==> config.mk <==
export PLATFORM = sky130hd
export DESIGN_NAME = bt_cmd_decoder
export DESIGN_NICKNAME = d
export VERILOG_FILES = /design/src/rtl/bt_cmd_decoder.sv
export SDC_FILE = /design/constraint.sdc
export NUM_CORES = 1
export LEC_CHECK = 0
export ABC_AREA = 1
export BUFFER_PORTS_ARGS = -buffer_cell sky130_fd_sc_hd__buf_2
export CAP_MARGIN = 20
export CELL_PAD_IN_SITES_DETAIL_PLACEMENT = 1
export CELL_PAD_IN_SITES_GLOBAL_PLACEMENT = 1
export CORE_UTILIZATION = 41
export DETAILED_ROUTE_END_ITERATION = 10
export PLACE_DENSITY_LB_ADDON = 0.12
export SLEW_MARGIN = 0
export SYNTH_ARGS = -nofsm -noshare
export SYNTH_HDL_FRONTEND = slang
export SYNTH_SLANG_ARGS = --single-unit
export TNS_END_PERCENT = 1
==> constraint.sdc <==
create_clock -name i_clk -period 1.7 [get_ports i_clk]
set_clock_uncertainty 0.05 [all_clocks]
set_input_delay 0.17 -clock i_clk [delete_from_list [all_inputs] [get_ports i_clk]]
set_output_delay 0.17 -clock i_clk [all_outputs]
set_load 0.02 [all_outputs]
==> src/rtl/bt_cmd_decoder.sv <==
// rtl/bt_cmd_decoder.sv - HC-05 byte stream to held direction and toggle pulses.
// BT_CMD_HOLD_TIMEOUT_EN enables the HOLD_CYCLES direction watchdog.
module bt_cmd_decoder #(
  parameter int HOLD_CYCLES  = 10_000_000,
  parameter int REARM_CYCLES = 30_000_000
) (
  input  logic       i_clk,
  input  logic       i_rst,
  input  logic [7:0] i_rx_data,
  input  logic       i_rx_valid,
  output logic [2:0] o_dir_cmd,
  output logic       o_dir_valid,
  output logic       o_tog_enable,
  output logic       o_tog_speed,
  output logic       o_tog_mode,
  output logic       o_tog_fan,
  output logic [7:0] o_last_byte,
  output logic [7:0] o_err_cnt
);

  localparam logic [2:0] DIR_BACK    = 3'b000;
  localparam logic [2:0] DIR_LEFT    = 3'b001;
  localparam logic [2:0] DIR_RIGHT   = 3'b010;
  localparam logic [2:0] DIR_FORWARD = 3'b011;
  localparam logic [2:0] DIR_STOP    = 3'b100;

  localparam int REARM_W = (REARM_CYCLES > 1) ? $clog2(REARM_CYCLES) : 1;

  typedef enum logic {
    S_IDLE,
    S_HOLD
  } state_t;

  state_t       r_state;
  state_t       w_state_nxt;
  logic [2:0]   r_dir_cmd;
  logic [2:0]   w_dir_cmd_nxt;
  logic         r_dir_valid;
  logic         w_dir_valid_nxt;

  logic         w_is_dir;
  logic         w_is_rel;
  logic         w_is_tog;
  logic         w_is_err;
  logic [2:0]   w_dir_code;
  logic [1:0]   w_tog_idx;

  logic         r_locked;
  logic [1:0]   r_lock_code;
  logic [REARM_W-1:0] r_rearm_cnt;
  logic         w_lock_live;
  logic         w_fire;
  logic [3:0]   r_tog;
  logic [7:0]   r_last_byte;
  logic [7:0]   r_err_cnt;

  // Byte classification; toggle index 0..3 = enable, speed, mode, fan.
  always_comb begin
    w_is_dir   = 1'b0;
    w_is_rel   = 1'b0;
    w_is_tog   = 1'b0;
    w_is_err   = 1'b0;
    w_dir_code = DIR_STOP;
    w_tog_idx  = 2'd0;
    if (i_rx_valid) begin
      case (i_rx_data)
        8'hC0: begin w_is_dir = 1'b1; w_dir_code = DIR_FORWARD; end
        8'hE0: begin w_is_dir = 1'b1; w_dir_code = DIR_BACK;    end
        8'hF0: begin w_is_dir = 1'b1; w_dir_code = DIR_LEFT;    end
        8'hF8: begin w_is_dir = 1'b1; w_dir_code = DIR_RIGHT;   end
        8'h00: w_is_rel = 1'b1;
        8'hA8: begin w_is_tog = 1'b1; w_tog_idx = 2'd0; end
        8'h86: begin w_is_tog = 1'b1; w_tog_idx = 2'd1; end
        8'hB0: begin w_is_tog = 1'b1; w_tog_idx = 2'd2; end
        8'hA6: begin w_is_tog = 1'b1; w_tog_idx = 2'd3; end
        default: w_is_err = 1'b1;
      endcase
    end
  end

`ifdef BT_CMD_HOLD_TIMEOUT_EN
  localparam int HOLD_W = (HOLD_CYCLES > 1) ? $clog2(HOLD_CYCLES) : 1;
  logic [HOLD_W-1:0] r_hold_cnt;
  logic [HOLD_W-1:0] w_hold_cnt_nxt;
`endif

  always_comb begin
    w_state_nxt     = r_state;
    w_dir_cmd_nxt   = r_dir_cmd;
    w_dir_valid_nxt = r_dir_valid;
`ifdef BT_CMD_HOLD_TIMEOUT_EN
    w_hold_cnt_nxt  = r_hold_cnt;
`endif
    if (w_is_dir) begin
      w_state_nxt     = S_HOLD;
      w_dir_cmd_nxt   = w_dir_code;
      w_dir_valid_nxt = 1'b1;
`ifdef BT_CMD_HOLD_TIMEOUT_EN
      w_hold_cnt_nxt  = HOLD_W'(HOLD_CYCLES - 1);
`endif
    end else if (r_state == S_HOLD) begin
      if (w_is_rel) begin
        w_state_nxt     = S_IDLE;
        w_dir_cmd_nxt   = DIR_STOP;
        w_dir_valid_nxt = 1'b0;
`ifdef BT_CMD_HOLD_TIMEOUT_EN
        w_hold_cnt_nxt  = '0;
      end else if (r_hold_cnt == '0) begin
        w_state_nxt     = S_IDLE;
        w_dir_cmd_nxt   = DIR_STOP;
        w_dir_valid_nxt = 1'b0;
      end else begin
        w_hold_cnt_nxt  = r_hold_cnt - 1'b1;
`endif
      end
    end
  end

  always_ff @(posedge i_clk) begin
    if (i_rst) begin
      r_state     <= S_IDLE;
      r_dir_cmd   <= DIR_STOP;
      r_dir_valid <= 1'b0;
`ifdef BT_CMD_HOLD_TIMEOUT_EN
      r_hold_cnt  <= '0;
`endif
    end else begin
      r_state     <= w_state_nxt;
      r_dir_cmd   <= w_dir_cmd_nxt;
      r_dir_valid <= w_dir_valid_nxt;
`ifdef BT_CMD_HOLD_TIMEOUT_EN
      r_hold_cnt  <= w_hold_cnt_nxt;
`endif
    end
  end

  // An expired rearm counter counts as unlocked in the same cycle, so expiry wins over a repeat.
  assign w_lock_live = r_locked && (r_rearm_cnt != '0);
  assign w_fire      = w_is_tog && (!w_lock_live || (r_lock_code != w_tog_idx));

  always_ff @(posedge i_clk) begin
    if (i_rst) begin
      r_locked    <= 1'b0;
      r_lock_code <= 2'd0;
      r_rearm_cnt <= '0;
      r_tog       <= 4'b0000;
    end else begin
      r_tog <= w_fire ? (4'b0001 << w_tog_idx) : 4'b0000;
      if (w_is_tog) begin
        r_locked    <= 1'b1;
        r_lock_code <= w_tog_idx;
        r_rearm_cnt <= REARM_W'(REARM_CYCLES - 1);
      end else begin
        if (w_is_dir || w_is_rel || (r_rearm_cnt == '0)) begin
          r_locked <= 1'b0;
        end
        if (r_rearm_cnt != '0) begin
          r_rearm_cnt <= r_rearm_cnt - 1'b1;
        end
      end
    end
  end

  always_ff @(posedge i_clk) begin
    if (i_rst) begin
      r_last_byte <= 8'h00;
      r_err_cnt   <= 8'h00;
    end else begin
      if (i_rx_valid) begin
        r_last_byte <= i_rx_data;
      end
      if (w_is_err && (r_err_cnt != 8'hFF)) begin
        r_err_cnt <= r_err_cnt + 8'h01;
      end
    end
  end

  assign o_dir_cmd    = r_dir_cmd;
  assign o_dir_valid  = r_dir_valid;
  assign o_tog_enable = r_tog[0];
  assign o_tog_speed  = r_tog[1];
  assign o_tog_mode   = r_tog[2];
  assign o_tog_fan    = r_tog[3];
  assign o_last_byte  = r_last_byte;
  assign o_err_cnt    = r_err_cnt;

endmodule

==> summary by stage, run 1 <==
Place
At the end of routability-driven placement, the weighted congestion stood at ~0.84. The cell area after placement is 0.003186 mm². In this run the tool buffered the top-level ports with 34 buffer cells.

Counting tap cells, the placed design contains a total of roughly 530 instances. Summed over all nets, the half-perimeter wirelength after detailed placement is just over 6 mm.

Power and ir drop
The internal power of the cells totals between 2 and 3 mW. The share of total power dissipated in combinational logic is 50.6%. The switching power summed over all nets is about 2.1 mW. Per report_power, the clock group accounts for between 15 and 20% of the total. The switching fraction of total power is between 40% and 50%.

The sum of internal, switching and leakage power is 4.827 mW. The worst ir drop on vdd is between 300 and 400 µV. The share of total power dissipated in sequential elements is between 30 and 40%.

For this design the static power due to leakage is 1.555 nW. The power density over the cells is around 1500 mW/mm².

Setup path
The largest fanout on the critical path is 9. The class of the most critical setup path is register to register. The critical path data required time is 1.84 ns. The category of the worst setup path launch point is a register.

The critical path startpoint is r_rearm_cnt[16]$_SDFFE_PP0P_. The data arrival time of the worst path is 1.75 ns. The worst setup path is captured at a register. The startpoint identified for the worst register-to-register timing path is r_rearm_cnt[16]$_SDFFE_PP0P_.

Global routing
The peak-usage layer in the global routing report is met2. The number of global-route vias before repair is just under 3,000. Global routing used 44.27% of the available met2 tracks.

The pin count of the biggest net entering global routing is 29. Global routing finished with a remaining overflow of 0. The initial antenna violation count was 0. In the global route stage, met1 resource usage came out at between 20% and 30%. Global routing used between 20 and 25% of the available tracks. The global-route wire length before repair is around 13 mm. The routing usage on met3 is about 3.0%.

STA
The fmax is between 600 and 700 MHz. The final hold violation count was 0. In the final timing run, aggregate negative setup slack is 0 ns. After layout, the worst path uses between 90% and 100% of the clock period. Setup repair after global routing could not meet its margin everywhere. For the pin with the worst max-slew slack, the measured transition is about 0.34 ns.

Measured against its own limit, the worst slew margin works out to between 70% and 80%. Setup violations remaining at the end of the flow were counted as 0. Counting I/O delays and the setup requirement, the final critical path takes ~1.6 ns. The final-report max-slew violation count is 0.

Clock tree
At the later pin of the worst-skew pair, clock insertion delay measures 0.32 ns. For this design, the CTS-stage hold fixing added 0 buffers. The H-tree depth is 2. Counting along the longest clock path gives a buffer depth of 2. The master cell of the clock root buffer is sky130_fd_sc_hd__clkbuf_8. Post-CTS timing repair inserted 0 buffers for setup. In this run, CTS created clock tree buffers numbering 5. Clock-pin slew was measured on the worst setup and hold paths at about 0.11 ns. TritonCTS built the clock tree. The sink count of the clock tree is 53.

Final layout
At the end of the flow the core is filled with cells to 51.03%. After the last flow step, the layout net total stands at ~470. The layout cell share with drive strength beyond 1 is ~22%. Compared with the post-synthesis result, the final layout area differs by 18.10%.

The finished cells cover 0.003314 mm². The post-route non-filler standard cell count is approximately 540. The number of antenna diodes in the final layout is 0.

Route
Detailed routing inserted a total of between 2,000 and 3,000 vias. In the final routed layout, each cell accounts on average for roughly 14 µm. Before antenna repair, the detailed router went through 4 iterations.

Dividing the detail-routed via count by the number of cells gives 5.196. The number of design-rule violations left by the first detailed-router iteration is 97. The remaining number of nets flagged by the antenna check after routing is 0. The final routed wirelength across all metal layers is 7.709 mm.

In the routed design, unresolved DRC markers number 0.

Worst hold path
The worst hold path belongs to the class primary input to register. The beginning of the worst hold path is i_rx_data[0].

Floorplan
The floorplan core area is 0.006495 mm². After floorplanning, the core was divided into 29 placement rows. The horizontal die dimension is 84.74 µm. For this configuration, the core starts out at a cell density of 43.21%. The overall die area is 0.007180 mm².

The top-level I/O count is 35. The y dimension of the die is approximately 85 µm.

Synth
The share of flip-flops with an asynchronous set or reset is 0%. The post-synthesis adder-cell area fraction is approximately 1.3%. Synthesis inferred 53 register bits.

The dominant combinational cell family by area after synthesis is simple AND/OR/NAND/NOR gates. The compound-cell area share of the yosys netlist is roughly a tenth. Among all flip-flop cells after synthesis, the most frequent one is sky130_fd_sc_hd__dfxtp_1. The number of enable flip-flop cells after synthesis is 0. In the synthesized netlist, the number of instances is approximately 410. The netlist area before placement is between 0.002 and 0.003 mm². Of the total synthesized cell area, the portion taken by XOR and XNOR cells is 4.993%.

After synthesis, the share of cell area in mux cells is 0%. The post-synthesis simple-gate area fraction is approximately two fifths. The synthesized netlist net count is 419. The register area share after synthesis is between 30% and 40%. For this run, the number of Yosys warnings is 0. The per-instance average area after synthesis is 6.929 µm².

Yosys mapped the design onto 32 distinct sky130hd cell types.

Run
The reported max-cap violation count is 0.

Outcome
The run finished with clean final reports.
-- what timing repair did --
action | 4_1_cts | 5_1_grt
hold endpoints to repair | 0 | 0
setup endpoints to repair | 0 | 20
gates resized for setup | 0 | 12
-- critical path: stages (launching register included) --
cell and delay (ns):
sky130_fd_sc_hd__dfxtp_1 0.38, sky130_fd_sc_hd__nor2_1 0.16, sky130_fd_sc_hd__nand2_1 0.08, sky130_fd_sc_hd__nor2_1 0.20
sky130_fd_sc_hd__nand3_2 0.12, sky130_fd_sc_hd__buf_4 0.19, sky130_fd_sc_hd__nand2_1 0.08, sky130_fd_sc_hd__xor2_1 0.14
sky130_fd_sc_hd__o21ai_0 0.09
-- cells in the mapped netlist, types with 4 or more instances --
library cell / n / area, µm²
sky130_fd_sc_hd__xor2_1: 10 / 87.58
sky130_fd_sc_hd__inv_1: 29 / 108.9
sky130_fd_sc_hd__o21ai_0: 13 / 65.06
sky130_fd_sc_hd__xnor2_1: 6 / 52.55
sky130_fd_sc_hd__nand3_1: 28 / 140.1
sky130_fd_sc_hd__inv_2: 5 / 18.77
sky130_fd_sc_hd__nor2_2: 5 / 31.28
sky130_fd_sc_hd__nor2_1: 70 / 262.8
sky130_fd_sc_hd__clkbuf_1: 4 / 15.01
sky130_fd_sc_hd__a21oi_1: 33 / 165.2
sky130_fd_sc_hd__nand4_1: 14 / 87.58
sky130_fd_sc_hd__nand2_1: 96 / 360.4
sky130_fd_sc_hd__dfxtp_1: 53 / 1061
-- cell families (layout without fill, tap and decap cells) --
family	count (synthesis)	count (layout)
and+or+nand+nor	235	235
AOI/OAI and AO/OA	54	54
DFF	53	53
buffers and inverters	44	99
xor gates and xnor gates	16	16
adders and majority gates	3	3
-- sequential cells by signal (all words and copies together), names as in the netlist --
name	flops
o_dir_valid	1
r_rearm_cnt	25
o_dir_cmd	3
o_last_byte	8
r_lock_code	2
r_locked	1
o_err_cnt	8
r_state	1
r_tog	4
-- routing by layer --
metal,wire [µm],vias up
met5,0,-
met2,3951,36
met1,3468,1328
met3,175,10
li1,-,1416
met4,113,0
-- worst paths after layout --
path | endpoint | slack, ns | depth (start not counted)
worst max register to register | r_rearm_cnt[5]$_SDFFE_PP0P_ | 0.09 | 8
worst min register to register | o_dir_cmd[1]$_SDFFE_PP0P_ | 0.42 | 2
worst min-delay path | o_last_byte[0]$_SDFFE_PP0P_ | 0.09 | 3
worst max-delay path | r_rearm_cnt[5]$_SDFFE_PP0P_ | 0.09 | 8
-- area by class of cell --
cell class	count	area, µm²
Inverter	35	133.9
Tap cell	77	96.34
Clock buffer	5	68.82
Timing Repair Buffer	56	339.1
Multi-Input combinational cell	308	1589
Fill cell	898	3181
Clock inverter	3	25.02
Sequential cell	53	1062
-- layout by cell type, fill, tap and decap left out, drive strengths merged --
cell type	synthesis	final
clkbuf	4	5
nand2	101	101
a31oi	3	3
ha	3	3
nand3	31	31
nor3b	2	2
o21bai	3	3
xnor2	6	6
nand3b	3	3
nand4	14	14
a21oi	33	33
o21ai	14	14
or2	3	3
clkinvlp	0	1
inv	35	37
dfxtp	53	53
nor3	3	3
xor2	10	10
nor2	78	78
buf	5	56
o22ai	1	1
-- through the flow --
stage	hold WS (ns)	worst slack [ns]
floorplan	0.2549	0.1027
global placement	0.4027	0.09686
detailed placement	0.4084	0.06050
CTS	0.07560	0.02573
global route	0.09260	-0.02151
finish	0.08622	0.09125
-- power by group through the flow --
stage | logic (mW) | registers, mW | clock network [mW]
after CTS | 2.42 | 1.62 | 0.795
after floorplan | 1.56 | 1.63 | 0
final | 2.44 | 1.63 | 0.758
after global placement | 2.31 | 1.64 | 0
after global routing | 2.75 | 1.65 | 0.825
after detailed placement | 2.39 | 1.65 | 0
No activity file was read; power rests on OpenSTA's default activity.
==> inputs of run 2 (changes only) <==
- BUFFER_PORTS_ARGS: -buffer_cell sky130_fd_sc_hd__buf_2 -> -buffer_cell sky130_fd_sc_hd__buf_4
==> summary by stage, run 2 (synthesized netlist as in run 1, its figures left out) <==
Outcome
Run status: finished, final reports clean (unchanged).

Clock tree
The clock buffer count from CTS came to 5 (unchanged). The number of buffers between clock root and the deepest sink is 2 (unchanged). The H-tree depth came to 2 (unchanged). The sink count of the clock tree came to 53 (unchanged). The master cell of the clock root buffer is sky130_fd_sc_hd__clkbuf_8 (unchanged).

The clock-pin slew on the worst setup and hold paths is 0.10 ns (was 0.11 ns). The number of hold buffers added after cts was 0 (unchanged). The latest clock arrival within the worst-skew pair came to 0.32 ns (about the same). The TritonCTS clock tree is done (unchanged).

Route
The remaining design rule violation count is 0 (unchanged). The final routed wirelength across all metal layers is 8.073 mm (was 7.709 mm). The number of vias after detailed routing is 2,846 (was 2,790).

The uppermost layer routed is met4 (unchanged). The first-pass detailed-route iteration total was 4 (unchanged). The routed wire length per instance is 14.89 µm (was 14.36 µm).

The sum of routed wire segments on met1 was 3.495 mm (was 3.468 mm). The number of vias per cell came to 5.251 (was 5.196). The routed length on met2 was 4.260 mm (was 3.951 mm).

The number of design-rule violations left by the first detailed-router iteration is 98 (was 97). The remaining number of nets flagged by the antenna check after routing is 0 (unchanged). The total met3 wirelength after detailed routing is 217 µm (was 175 µm).

Final layout
The cell area after layout is 0.003477 mm² (was 0.003314 mm²). The register with the most flip-flops is r_rearm_cnt (unchanged). The flip-flop count of the largest register, all copies and words added is 25 (unchanged).

The most common cell after layout, fill and taps aside is sky130_fd_sc_hd__nand2_1 (unchanged). The layout cell share with drive strength beyond 1 is 24.09% (was 22.17%). Commonest non-fill, non-tap cells in the layout: sky130_fd_sc_hd__nand2_1, sky130_fd_sc_hd__nor2_1, sky130_fd_sc_hd__buf_4 (was sky130_fd_sc_hd__nand2_1, sky130_fd_sc_hd__nor2_1, sky130_fd_sc_hd__dfxtp_1). The post-synthesis to final-layout area growth was 23.90% (was 18.10%). The number of nets in the final layout is 478 (was 473). The number of filler cells placed in the layout is 867 (was 898). The diode insertion count for antenna repair is 0 (unchanged).

Setup path
The class of the most critical setup path is register to register (unchanged). The launch point of the worst reg-to-reg path was r_rearm_cnt[19]$_SDFFE_PP0P_ (was r_rearm_cnt[16]$_SDFFE_PP0P_). The type of element capturing the critical path was a register (unchanged). The largest fanout on the critical path is 14 (was 9). The data arrival time of the worst path is 1.72 ns (was 1.75 ns).

The setup slack of the most critical reg-to-reg path was 0.12 ns (was 0.09 ns). The category of cells accounting for the largest share of critical-path delay is simple AND/OR/NAND/NOR gates (unchanged). The category of the worst setup path launch point is a register (unchanged). The critical path buffer and inverter count is 1 (unchanged). The maximum cell stage delay along the critical path is 0.37 ns (was 0.38 ns). The critical path data required time is 1.84 ns (about the same). The library cell contributing the largest single delay on the critical path is sky130_fd_sc_hd__dfxtp_1 (unchanged). The depth of the most critical reg-to-reg path was 8 (unchanged). The endpoint of the lowest-slack register-to-register path is r_rearm_cnt[5]$_SDFFE_PP0P_ (unchanged). CP Cell Sequence: nor2_2 > nand2_1 > nor2_2 > nand3_2 > buf_12 > nand2_1 > xor2_1 > o21ai_0 (was nor2_1 > nand2_1 > nor2_1 > nand3_2 > buf_4 > nand2_1 > xor2_1 > o21ai_0).

STA
The final-report max-slew violation count came to 0 (unchanged). The post-route clock period utilization is 92.80% (was 94.63%). The final hold violation count is 0 (unchanged). The slew at the pin closest to its max-slew limit was 0.3387 ns (was 0.3352 ns). The fmax came to 633.9 MHz (was 621.6 MHz). The remaining max-slew budget at the tightest pin was 77.42% (was 77.57%). RSZ-0062 raised after global routing: yes (unchanged). The smallest setup slack after layout is 0.1224 ns (was 0.09125 ns). The clock period minus worst slack was 1.578 ns (was 1.609 ns). The post-route worst hold slack is 0.09293 ns (was 0.08622 ns).

The total setup violations reported at the end of the flow was 0 (unchanged).

Worst hold path
The type of the most critical hold path was primary input to register (unchanged). The worst-case hold path end point is o_last_byte[1]$_SDFFE_PP0P_ (was o_last_byte[0]$_SDFFE_PP0P_). The worst hold path cell count is 3 (unchanged). The beginning of the worst hold path is i_rx_data[1] (was i_rx_data[0]).

Floorplan
The overall die area is 0.007180 mm² (unchanged). The top-level I/O count is 35 (unchanged). The y dimension of the die is 84.74 µm (unchanged). The floorplan core area is 0.006495 mm² (unchanged). The starting density of the core is 43.21% (unchanged).

The cell row count is 29 (unchanged). The horizontal die dimension is 84.74 µm (unchanged).

Power and ir drop
The power density over the cells is 1456 mW/mm² (about the same). The leakage power total is 1.607 nW (was 1.555 nW). The sum of internal, switching and leakage power is 5.061 mW (was 4.827 mW). The worst ir drop on vdd is 381.6 µV (was 374.4 µV).

Place
The routability congestion estimate is 0.8786 (was 0.8359). The number of port buffers is 34 (unchanged). The minimum setup slack after placement came to 0.09261 ns (was 0.06050 ns). The cell area after placement is 0.003298 mm² (was 0.003186 mm²).

The final HPWL from detailed placement is 6.142 mm (was 6.037 mm).

Global routing
The pin count of the biggest net entering global routing came to 29 (unchanged). The global-route wire length before repair is 13.86 mm (was 13.43 mm). The total global-route track usage was 24.30% (was 23.22%). The remaining global-route overflow came to 0 (unchanged). The initial antenna violation count is 0 (unchanged). The number of global-route vias before repair is 2,959 (was 2,947).

Run
The reported max-cap violation count was 0 (unchanged).
-- run 2: cell count changes in the layout (fill, tap and decap cells not counted), sizes merged --
cell,previous run,this run
buf,56,61
clkbuf,5,7
clkinv,0,1
clkinvlp,1,0
inv,37,35
-- run 2: stage by stage --
step / utilization, % / cells / TNS (ns)
2_1_floorplan: - / 405 / 0
3_3_place_gp: 50.78 / 531 / 0
3_5_place_dp: 50.78 / 531 / 0
4_1_cts: 52.34 / 539 / 0
5_1_grt: 53.54 / 542 / -0.1408
6_report: 53.54 / 542 / 0
-- run 2: worst reg2reg max path, cell delays in order (launching register included) --
cell                      delay [ns]
sky130_fd_sc_hd__dfxtp_1        0.37
sky130_fd_sc_hd__nor2_2         0.15
sky130_fd_sc_hd__nand2_1        0.10
sky130_fd_sc_hd__nor2_2         0.16
sky130_fd_sc_hd__nand3_2        0.11
sky130_fd_sc_hd__buf_12         0.16
sky130_fd_sc_hd__nand2_1        0.08
sky130_fd_sc_hd__xor2_1         0.19
sky130_fd_sc_hd__o21ai_0        0.10
-- run 2: how the worst max path moves through the flow --
stage                                       from                           to  slack, ns  cells past startpoint
floorplan              o_err_cnt[1]$_SDFFE_PP0P_    o_err_cnt[0]$_SDFFE_PP0P_       0.10                      8
global placement    r_rearm_cnt[19]$_SDFFE_PP0P_          r_tog[0]$_SDFF_PP0_       0.16                     10
detailed placement   r_rearm_cnt[0]$_SDFFE_PP0P_  r_rearm_cnt[5]$_SDFFE_PP0P_       0.09                      9
CTS                 r_rearm_cnt[20]$_SDFFE_PP0P_  r_rearm_cnt[5]$_SDFFE_PP0P_       0.07                      8
global route         r_rearm_cnt[0]$_SDFFE_PP0P_          r_tog[0]$_SDFF_PP0_      -0.05                     11
finish              r_rearm_cnt[19]$_SDFFE_PP0P_  r_rearm_cnt[5]$_SDFFE_PP0P_       0.12                      8
-- run 2: metal layers --
metal	global-route usage (%)	vias up
met5	0	-
met4	6.626	0
met3	3.048	9
met2	45.68	38
met1	28.91	1370
li1	-	1429
-- run 2: cell type report --
class	count	area, µm²	share of cell area, %
sequential	53	1064	30.59
clock inverter	1	5.005	0.1439
tap	77	96.34	2.771
multi-input combinational	308	1609	46.28
inverter	35	136.4	3.922
timing repair buffer	61	470.5	13.53
clock buffer	7	96.34	2.771
-- run 2: what timing repair did --
action                     in CTS  in global routing
setup endpoints to repair       0                 22
gates resized for setup         0                 19
hold endpoints to repair        0                  0
buffers inserted                0                  3
-- run 2: power breakdown --
group	internal, mW	leakage, nW	switching, mW
clock	0.369	0.0542	0.424
combinational	1.10	1.12	1.53
sequential	1.45	0.433	0.191
==> inputs of run 3 (changes only) <==
- CORE_ASPECT_RATIO: default -> 0.5
- CTS_CLUSTER_DIAMETER: default -> 80
==> summary by stage, run 3 (synthesized netlist as in run 1, its figures left out) <==
Setup path
The critical path data required time was 1.83 ns (was 1.84 ns). The data arrival time of the worst path is 1.76 ns (was 1.72 ns). The type of element capturing the critical path was a register (unchanged). The category of the worst setup path launch point is a register (unchanged). The class of the most critical setup path was register to register (unchanged). The largest fanout on the critical path is 9 (was 14).

Floorplan
The overall die area is 0.007200 mm² (was 0.007180 mm²). The starting density of the core is 44.33% (was 43.21%). The top-level I/O count came to 35 (unchanged). The floorplan core area is 0.006331 mm² (was 0.006495 mm²). The horizontal die dimension is 119.0 µm (was 84.74 µm). The cell row count is 20 (was 29). The y dimension of the die is 60.50 µm (was 84.74 µm).

Outcome
Run status: finished, final reports clean (unchanged).

Worst hold path
The type of the most critical hold path is primary input to register (unchanged).

Power and ir drop
The switching power summed over all nets came to 2.368 mW (was 2.142 mW). The relative contribution of the clock network to total power came to 21.4% (was 15.7%). The leakage power total is 1.655 nW (was 1.607 nW). The cell internal power dissipation is 3.265 mW (was 2.919 mW). The combinational fraction of design power is 50.0% (was 51.9%). The worst ir drop on vdd is 460.8 µV (was 381.6 µV).

The switching fraction of total power is 42.04% (was 42.32%). The part of the total power dissipated in sequential elements is 28.6% (was 32.4%). The sum of internal, switching and leakage power is 5.632 mW (was 5.061 mW). The power density over the cells is 1569 mW/mm² (was 1456 mW/mm²).

Global routing
The fraction of met1 tracks used by global routing is 29.19% (was 28.91%). The number of global-route vias before repair is 2,952 (was 2,959). The routing usage on met3 was 5.545% (was 3.048%).

The pin count of the biggest net entering global routing came to 29 (unchanged). The initial antenna violation count is 0 (unchanged). The total global-route track usage is 25.21% (was 24.30%). The global-route wire length before repair is 13.96 mm (was 13.86 mm). The peak-usage layer in the global routing report was met2 (unchanged). The remaining global-route overflow is 0 (unchanged). The met2 track demand over resource is 46.93% (was 45.68%).

Route
The number of vias after detailed routing is 2,938 (was 2,846). The remaining design rule violation count is 0 (unchanged). The remaining number of nets flagged by the antenna check after routing is 0 (unchanged).

The number of vias per cell is 5.265 (was 5.251). The number of design-rule violations left by the first detailed-router iteration is 92 (was 98). The first-pass detailed-route iteration total is 4 (unchanged). The routed wire length per instance was 15.66 µm (was 14.89 µm). The final routed wirelength across all metal layers is 8.736 mm (was 8.073 mm).

Place
The final HPWL from detailed placement is 6.176 mm (was 6.142 mm). The number of port buffers is 34 (unchanged). The routability congestion estimate was 0.9078 (was 0.8786).

The cell area after placement is 0.003337 mm² (was 0.003298 mm²).

STA
The remaining max-slew budget at the tightest pin is 78.19% (was 77.42%). The post-route clock period utilization was 95.99% (was 92.80%). The final hold violation count was 0 (unchanged). The sum of negative setup slack is 0 ns (unchanged).

The total setup violations reported at the end of the flow is 0 (unchanged). The clock period minus worst slack is 1.632 ns (was 1.578 ns). The fmax is 612.8 MHz (was 633.9 MHz).

The slew at the pin closest to its max-slew limit is 0.3272 ns (was 0.3387 ns). RSZ-0062 raised after global routing: yes (unchanged). The final-report max-slew violation count is 0 (unchanged). The post-route worst hold slack is 0.1074 ns (was 0.09293 ns).

Clock tree
The sink count of the clock tree is 53 (unchanged). The H-tree depth is 2 (unchanged). The master cell of the clock root buffer is sky130_fd_sc_hd__clkbuf_16 (was sky130_fd_sc_hd__clkbuf_8). The latest clock arrival within the worst-skew pair is 0.31 ns (was 0.32 ns). The number of hold buffers added after cts is 0 (unchanged). The TritonCTS clock tree is done (unchanged). The number of buffers between clock root and the deepest sink is 2 (unchanged). The clock-pin slew on the worst setup and hold paths came to 0.07 ns (was 0.10 ns).

The clock buffer count from CTS was 5 (unchanged).

Final layout
The flip-flop count of the largest register, all copies and words added is 25 (unchanged). The number of filler cells placed in the layout is 819 (was 867). Commonest non-fill, non-tap cells in the layout: sky130_fd_sc_hd__nand2_1, sky130_fd_sc_hd__buf_4, sky130_fd_sc_hd__nor2_1 (was sky130_fd_sc_hd__nand2_1, sky130_fd_sc_hd__nor2_1, sky130_fd_sc_hd__buf_4). The most common cell after layout, fill and taps aside is sky130_fd_sc_hd__nand2_1 (unchanged).

The diode insertion count for antenna repair was 0 (unchanged). The cell area after layout came to 0.003591 mm² (was 0.003477 mm²). The final core utilization came to 56.72% (was 53.54%). The post-synthesis to final-layout area growth came to 27.95% (was 23.90%). The number of nets in the final layout was 483 (was 478). The layout cell share with drive strength beyond 1 was 24.26% (was 24.09%). The register with the most flip-flops is r_rearm_cnt (unchanged).

Run
The reported max-cap violation count is 0 (unchanged).
-- run 3: cell types whose count changed in the layout (fill, tap and decap cells not counted), sizes merged --
cell	delta
nand3	+1
buf	+4
bufinv	+1
clkinvlp	+1
clkbuf	-2
-- run 3: power by group through the flow --
stage / logic [mW] / registers, mW / clock network, mW
after global routing: 3.10 / 1.63 / 1.27
after CTS: 2.56 / 1.60 / 1.22
after floorplan: 1.56 / 1.63 / 0
final: 2.82 / 1.61 / 1.21
after detailed placement: 2.49 / 1.62 / 0
after global placement: 2.40 / 1.61 / 0
-- run 3: repair_timing --
action | CTS | global route
setup buffers | 0 | 2
resized for setup | 1 | 16
gates cloned | 0 | 1
pin swaps | 0 | 3
endpoints found under the hold margin | 0 | 0
setup endpoints to repair | 14 | 37
-- run 3: cell type report --
| class | count | area, µm² | share of cell area, % |
|---|---|---|---|
| Inverter | 35 | 133.9 | 3.728 |
| Multi-Input combinational cell | 309 | 1627 | 45.30 |
| Clock inverter | 3 | 46.29 | 1.289 |
| Sequential cell | 53 | 1061 | 29.55 |
| Tap cell | 88 | 110.1 | 3.066 |
| Clock buffer | 5 | 125.1 | 3.484 |
| Timing Repair Buffer | 65 | 488.0 | 13.59 |
-- run 3: worst paths after layout --
| kind | startpoint | end | slack, ns | depth (start not counted) |
|---|---|---|---|---|
| max | r_rearm_cnt[8]$_SDFFE_PP0P_ | r_rearm_cnt[22]$_SDFFE_PP0P_ | 0.07 | 8 |
| min | i_rx_data[1] | o_last_byte[1]$_SDFFE_PP0P_ | 0.11 | 3 |
| max reg2reg | r_rearm_cnt[8]$_SDFFE_PP0P_ | r_rearm_cnt[22]$_SDFFE_PP0P_ | 0.07 | 8 |
| min reg2reg | r_lock_code[1]$_SDFFE_PP0P_ | r_lock_code[1]$_SDFFE_PP0P_ | 0.43 | 2 |
-- run 3: critical path, stage by stage (launching register included) --
cell,delay [ns]
sky130_fd_sc_hd__dfxtp_1,0.34
sky130_fd_sc_hd__nor2_1,0.17
sky130_fd_sc_hd__nand2_1,0.15
sky130_fd_sc_hd__nor2_4,0.17
sky130_fd_sc_hd__buf_4,0.16
sky130_fd_sc_hd__nand4_1,0.10
sky130_fd_sc_hd__buf_4,0.20
sky130_fd_sc_hd__nand3_1,0.10
sky130_fd_sc_hd__a21oi_1,0.07
-- run 3: routing by layer --
metal / vias up / part of all wire [%] / wire, µm
li1: 1437 / - / -
met1: 1422 / 44 / 3813
met2: 63 / 50 / 4402
met3: 16 / 4.1 / 360
met4: 0 / 1.8 / 160
met5: - / 0 / 0
-- run 3: stage by stage --
| stage | std cells | setup WS [ns] |
|---|---|---|
| CTS | 555 | 0.005454 |
| detailed placement | 547 | -0.05701 |
| global placement | 547 | 0.01447 |
| finish | 558 | 0.06825 |
| global route | 558 | -0.01981 |
| floorplan | 405 | 0.1027 |
